==> src/rtl/proj_nuc_streamer.sv <==
// Nucleotide streamer: unpacks packed words into one nucleotide per cycle
// for a k-mer shift buffer, with clear, k-mer-valid and done signalling.
//
// Ports:
//   clk, rst                       clock, synchronous active-high reset
//   in_word/in_valid/in_ready      packed nucleotide word handshake
//   in_last/in_count               last-word flag and its nucleotide count
//   out_data/out_valid             nucleotide and shift enable
//   out_start_over                 one-cycle clear of the k-mer buffer
//   out_kmer_valid                 buffer holds a full k-mer
//   out_seq_done                   pulse after the last nucleotide

package proj_pkg;
  localparam int KMER_BUFFER_BITS = 2;
  localparam int KMER_BUFFER_LEN  = 32;
endpackage

module proj_nuc_streamer
  import proj_pkg::*;
#(
  parameter int DATA_BITS = proj_pkg::KMER_BUFFER_BITS,
  parameter int KMER_LEN  = proj_pkg::KMER_BUFFER_LEN,
  parameter int WORD_NUCS = 16
) (
  input  logic                           clk,
  input  logic                           rst,
  input  logic [WORD_NUCS*DATA_BITS-1:0] in_word,
  input  logic                           in_valid,
  output logic                           in_ready,
  input  logic                           in_last,
  input  logic [$clog2(WORD_NUCS):0]     in_count,
  output logic [DATA_BITS-1:0]           out_data,
  output logic                           out_valid,
  output logic                           out_start_over,
  output logic                           out_kmer_valid,
  output logic                           out_seq_done
);

  localparam int CW = $clog2(WORD_NUCS) + 1;
  localparam int KW = $clog2(KMER_LEN + 1);
  localparam int WW = WORD_NUCS * DATA_BITS;

  typedef enum logic [1:0] {
    IDLE, CLEAR, STREAM, WAIT
  } state_t;

  state_t              state_q;
  logic [CW-1:0]       idx_q;
  logic [CW-1:0]       lim_q;
  logic                last_q;
  logic [WW-1:0]       word_q;
  logic [KW-1:0]       cnt_q;
  logic                rdy_q;
  logic                valid_q;
  logic [DATA_BITS-1:0] data_q;
  logic                so_q;
  logic                kv_q;
  logic                done_q;

  logic                xfer;
  logic [CW-1:0]       lim_in;
  logic [KW-1:0]       cnt_inc;
  logic                fin;
  logic [CW-1:0]       idx_nx;

  function automatic logic [DATA_BITS-1:0] nuc(
    input logic [WW-1:0] w,
    input logic [CW-1:0] i
  );
    logic [WW-1:0] s;
    s = w >> (32'(i) * DATA_BITS);
    return s[DATA_BITS-1:0];
  endfunction

  assign xfer   = in_valid && rdy_q;
  assign fin    = (idx_q + CW'(1)) == lim_q;
  assign idx_nx = idx_q + CW'(1);

  // Out-of-range counts on a last word mean a full word.
  always_comb begin
    lim_in = CW'(WORD_NUCS);
    if (in_last && in_count != '0 && in_count <= CW'(WORD_NUCS))
      lim_in = in_count;
  end

  assign cnt_inc = (cnt_q == KW'(KMER_LEN)) ? cnt_q : cnt_q + KW'(1);

  always_ff @(posedge clk) begin
    if (rst) begin
      state_q <= IDLE;
      idx_q   <= '0;
      lim_q   <= '0;
      last_q  <= 1'b0;
      word_q  <= '0;
      cnt_q   <= '0;
      rdy_q   <= 1'b1;
      valid_q <= 1'b0;
      data_q  <= '0;
      so_q    <= 1'b0;
      kv_q    <= 1'b0;
      done_q  <= 1'b0;
    end else begin
      so_q    <= 1'b0;
      done_q  <= 1'b0;
      valid_q <= 1'b0;
      data_q  <= '0;
      unique case (state_q)
        IDLE: begin
          if (xfer) begin
            word_q  <= in_word;
            last_q  <= in_last;
            lim_q   <= lim_in;
            cnt_q   <= '0;
            kv_q    <= 1'b0;
            so_q    <= 1'b1;
            rdy_q   <= 1'b0;
            state_q <= CLEAR;
          end
        end
        CLEAR: begin
          state_q <= STREAM;
          idx_q   <= '0;
          valid_q <= 1'b1;
          data_q  <= nuc(word_q, '0);
          rdy_q   <= (lim_q == CW'(1)) && !last_q;
        end
        STREAM: begin
          cnt_q <= cnt_inc;
          kv_q  <= cnt_inc == KW'(KMER_LEN);
          if (!fin) begin
            idx_q   <= idx_nx;
            valid_q <= 1'b1;
            data_q  <= nuc(word_q, idx_nx);
            // Ready opens on the final index of a non-last word.
            rdy_q   <= (idx_q + CW'(2) == lim_q) && !last_q;
          end else if (last_q) begin
            state_q <= IDLE;
            done_q  <= 1'b1;
            rdy_q   <= 1'b1;
          end else if (xfer) begin
            word_q  <= in_word;
            last_q  <= in_last;
            lim_q   <= lim_in;
            idx_q   <= '0;
            valid_q <= 1'b1;
            data_q  <= nuc(in_word, '0);
            rdy_q   <= (lim_in == CW'(1)) && !in_last;
          end else begin
            state_q <= WAIT;
            rdy_q   <= 1'b1;
          end
        end
        WAIT: begin
          if (xfer) begin
            word_q  <= in_word;
            last_q  <= in_last;
            lim_q   <= lim_in;
            idx_q   <= '0;
            valid_q <= 1'b1;
            data_q  <= nuc(in_word, '0);
            rdy_q   <= (lim_in == CW'(1)) && !in_last;
            state_q <= STREAM;
          end
        end
        default: state_q <= IDLE;
      endcase
    end
  end

  assign in_ready       = rdy_q;
  assign out_valid      = valid_q;
  assign out_data       = data_q;
  assign out_start_over = so_q;
  assign out_kmer_valid = kv_q;
  assign out_seq_done   = done_q;

endmodule
==> config.mk <==
export PLATFORM = sky130hd
export DESIGN_NAME = proj_nuc_streamer
export DESIGN_NICKNAME = d
export VERILOG_FILES = /design/src/rtl/proj_nuc_streamer.sv
export SDC_FILE = /design/constraint.sdc
export NUM_CORES = 1
export LEC_CHECK = 0
export ABC_AREA = 0
export BUFFER_PORTS_ARGS = -buffer_cell sky130_fd_sc_hd__buf_2
export CORE_UTILIZATION = 50
export DETAILED_ROUTE_END_ITERATION = 10
export MAX_ROUTING_LAYER = met4
export PLACE_DENSITY = 0.76
export RECOVER_POWER = 25
export SYNTH_ARGS = -nofsm -noshare
export SYNTH_HDL_FRONTEND = slang
export SYNTH_SLANG_ARGS = --single-unit
==> constraint.sdc <==
create_clock -name clk -period 3.33 [get_ports clk]
set_input_delay 0 -clock clk [delete_from_list [all_inputs] [get_ports clk]]
set_output_delay 0 -clock clk [all_outputs]
set_load 0.02 [all_outputs]
# Word-level counts from Yosys, hierarchy flattened
# Index checks and enable logic that the tools add are counted.
# word_totals
regBits	58
romBits	0
input_bits	41
latchBits	0
output_inout_bits	7
ram_bits	0
n_memories	0
# classes
reduce_logical	22
order_cmp	1
multipliers	0
div	0
muxes	43
n_addsub	3
bitwise	3
n_eq_ne	16
shift	1
# op_table
op	n
two-way mux 32 bit	3
one-hot mux 32 bit (2 select lines)	1
two-way mux 5 bit	7
>> shifter 32 x 6 -> 2 bit	1
two-way mux 2 bit	8
one-hot mux 5 bit (3 select lines)	1
two-way mux 1 bit	13
== test 6 bit, second input constant	2
two-way mux 6 bit	2
one-hot mux 6 bit (2 select lines)	1
== test 5 x 1 -> 1 bit, second input constant	2
== test 5 bit	2
one-hot mux 5 bit (2 select lines)	1
!= test 2 bit, second input constant	4
one-hot mux 2 bit (4 select lines)	1
adder 6 x 1 -> 6 bit, second input constant	1
logical AND 1 bit	6
!= test 3 bit, second input constant	2
one-hot mux 2 bit (3 select lines)	1
AND reduction 2 bit	3
AND reduction 3 bit	2
adder 5 x 1 -> 5 bit, second input constant	1
adder 5 x 2 -> 5 bit, second input constant	1
<= comparator 5 bit, second input constant	1
other kinds (15)	22

# Depth between registers and ports, before layout
# logic_depth
ltp_word	10
mapped_depth	9
mapped_depth_nobuf	8

# Worst setup path after synthesis
# OpenSTA, ideal clock, no wires.
# synth_timing
kind	register to register
start	register idx_q[1]
end	register word_q[0]
setup_slack_ps	1186
arrival_time_ps	2017
n_path_buf	2
period_less_slack_ps	2144
setup_time_ps	128
path_stages_with_launch	10
cell_sequence	dfxtp_1 > ha_1 > buf_2 > xor2_1 > nor2_1 > o2111ai_4 > o32ai_4 > buf_6 > mux2i_1 > nor2_1
# synth_between
elab_chain_len	4
# synth_lines
element	line	text
from (decl)	48	logic [CW-1:0] idx_q;
from (signal assigned)	131	idx_q <= idx_nx;
adder 5 x 1 -> 5 bit	76	assign fin = (idx_q + CW'(1)) == lim_q;
== test 5 bit	76	
!= test 2 bit (no source line)	--	
AND reduction 3 bit (no source line)	--	
to (signal assigned)	110	word_q <= in_word;
to (signal assigned)	141	word_q <= in_word;
to (signal assigned)	155	word_q <= in_word;
to (decl)	51	logic [WW-1:0] word_q;
# No other way between the ends.
# A chain may end at the register's enable or synchronous reset.

# Worst setup path in the final report
# layout_timing
start	register idx_q[1]
end	register lim_q[3]
# layout_between
elab_chain_len	4
# layout_lines
element	line	text
adder 5 x 1 -> 5 bit	76	
== test 5 bit	76	
!= test 2 bit (no source line)	--	
AND reduction 3 bit (no source line)	--	
to (signal assigned)	112	lim_q <= lim_in;
to (signal assigned)	143	lim_q <= lim_in;
to (signal assigned)	157	lim_q <= lim_in;
to (decl)	49	logic [CW-1:0] lim_q;
# No other way between the ends.

==> results.ini <==
[status]
status=complete, no violations

[routing]
drtIter0Drc=144
vias=2622
first_pass_iters=4
routed_via_density=5.56
routed_wl_um=7050
drtAntennaViolNets=0
routedWlPerCell_um=14.9
drc=0

[flow_run]
cap_viol_max_count=0

[clocking]
cts_tree=yes
clockBufferDepth=2
cts-root-buf=clkbuf_8
cts_buffers=9
post_cts_resized=0
htreeDepth=3
clkTransAtPathRegs_ns=0.06
insertion_delay_ns=0.34
clock_sinks=58

[setup_path]
cp_max_fo=42
r2r_slack_ns=0.32
crit_required_ns=3.58
critPathLaunchType=flop
reg2reg_from=idx_q[1]
cp.arrival_ns=3.26
path_class=flop to flop
cp_cell_sequence=ha_1 > xor2_1 > nor2_1 > o2111ai_4 > o32ai_4 > buf_12 > nand3_1 > dlygate4sd3_1 > a21oi_1
slowest_stage=ha_1
crit_start=idx_q[1]
crit_buf_inv=2
cpPeakStageDelay_ns=0.65
crit_family=buffers and inverters
timing.critical_path.to_type=flop

[synth]
synth_edf_count=0
async_flop_share_pct=0
syn_nets=363
synth_area_leader_cell=dfxtp_1
synth_warnings=0
syn_inst=314
ys_seq_area_share_pct=38.6
yosysMostFrequentCell=dfxtp_1
syn_avg_cell_area_um2=9.59
yosys.area.top_type_share_pct=38.6
synthDistinctLibCells=49
ys_seq_elements=58
synthFlopType=dfxtp_1
syn-cell-area_um2=3010
synth_top_cells_by_count=58 x dfxtp_1, 51 x nor2_1, 37 x mux2i_1
synth_area_leaders=dfxtp_1 39%, mux2i_1 12%, mux4_2 6.7%

[timing]
clock_skew_ns=0.00698
fin_crit_sh_pct=90.3
relSlewSlack_pct=28.7
min_period_ns=3.01
setup_viol=0
slew_violations=0
fin_tns_setup_ns=0
worst_slew_pin_slew_ns=1.07
hold_slack_ns=0.0542
max_freq_ghz=0.333
hold_viol_final=0
grt_setup_unrepaired=no
setup_slack_ns=0.324

[die]
coreArea_um2=5640
die_h_um=79.6
initial_core_util_pct=53.4
row_count=27
fp.dieW_um=79.6
die-area_um2=6340
ioPinCount=48

[pwr]
p_total_mw=1.67
leakage_nw=1.46
vdd_drop_max_mv=0.344
p_per_area_nw_per_um2=438

[grt]
grt_max_degree=61
grt_pass1_wl_um=12000
grt_usage_pct=25.8
grt_antenna_before_repair=0
grt.overflow.total=0
grt_pass1_vias=2612

[cells_and_area]
area_growth_syn_to_layout_pct=26.6
final_core_utilization_pct=67.5
drive_gt1_share_pct=19.3
nets=444
antenna_cells=0

[placement]
gp_congestion=0.874
dpl.hpwl_um=4350
io_buffers=47
place_ws_ns=0.795

[min_path]
hold_start=in_count[4]
hp-class=primary input to flop

routing by layer:
| layer | routed length [µm] | vias up | GRT usage, % |
|---|---|---|---|
| met2 | 3540 | 68 | 43.6 |
| met4 | 104 | 0 | 6.91 |
| met1 | 3080 | 1264 | 29.6 |
| met3 | 331 | 12 | 7.89 |
| li1 | - | 1278 | - |
| met5 | 0 | - | - |
logic make-up (layout without fill, tap and decap cells):
kind of cell | after synthesis | in the layout | share of synthesized area (%)
AO/OA/AOI/OAI | 51 | 51 | 12.4
XOR/XNOR | 15 | 15 | 4.86
adder cells (fa/ha/maj) | 8 | 8 | 3.33
buffers and inverters | 26 | 112 | 4.32
flip-flops | 58 | 58 | 38.6
multiplexers | 47 | 47 | 19.4
AND/OR/NAND/NOR | 109 | 109 | 17.1
repair_timing:
| item | CTS | global route |
|---|---|---|
| buffers inserted | 0 | 0 |
| endpoints found under the hold margin | 39 | 0 |
| hold buffers | 38 | 0 |
| setup endpoints to repair | 0 | 0 |
final timing paths:
check,end,cells after the start
max,lim_q[3],9
min,lim_q[1],4
max reg2reg,lim_q[3],9
min reg2reg,word_q[29],2
state kept, by name, summed over array words and instances, names as in the netlist:
name and count:
idx_q 5, in_ready 1, state_q 2, cnt_q 6, out_kmer_valid 1, last_q 1, out_seq_done 1, out_valid 1
lim_q 5, out_start_over 1, word_q 32, out_data 2
cell type report:
cell class,instances,area [µm²]
Multi-Input combinational cell,230,1720
Fill cell,433,1830
Tap cell,72,90.1
Timing Repair Buffer,87,634
Clock inverter,5,30.0
Inverter,9,33.8
Clock buffer,11,141
Sequential cell,58,1160
placed cells by master (no fill, tap or decap), types with 5 or more instances in the layout:
cell / n
xnor2_1: 7
a22oi_1: 5
nand2_1: 15
inv_1: 9
dlygate4sd3_1: 38
clkbuf_1: 8
a21oi_1: 15
ha_1: 8
clkbuf_8: 10
nand3_1: 12
mux2i_1: 37
o21ai_0: 11
buf_2: 40
xor2_1: 6
nor2_1: 51
a211oi_1: 5
mux4_2: 9
dfxtp_1: 58
report_power, final:
part	switching (mW)	internal, mW
Sequential	0.0294	0.739
Combinational	0.173	0.162
Clock	0.278	0.286
Total	0.480	1.19
worst reg2reg max path: cells and delay by family (launching register included):
family	cells	cell delay, ns
adders and majority gates	1	0.65
and+or+nand+nor	2	0.38
DFF	1	0.37
buffers and inverters	2	0.87
AOI/OAI and AO/OA	3	0.54
xor gates and xnor gates	1	0.12
stage by stage:
stage	cell area, µm²	instances
after detailed placement	3270	418
after global routing	3810	472
after CTS	3820	472
after floorplan	3010	314
after global placement	3270	418
final	3810	472
(Power assumes the default switching activity.)
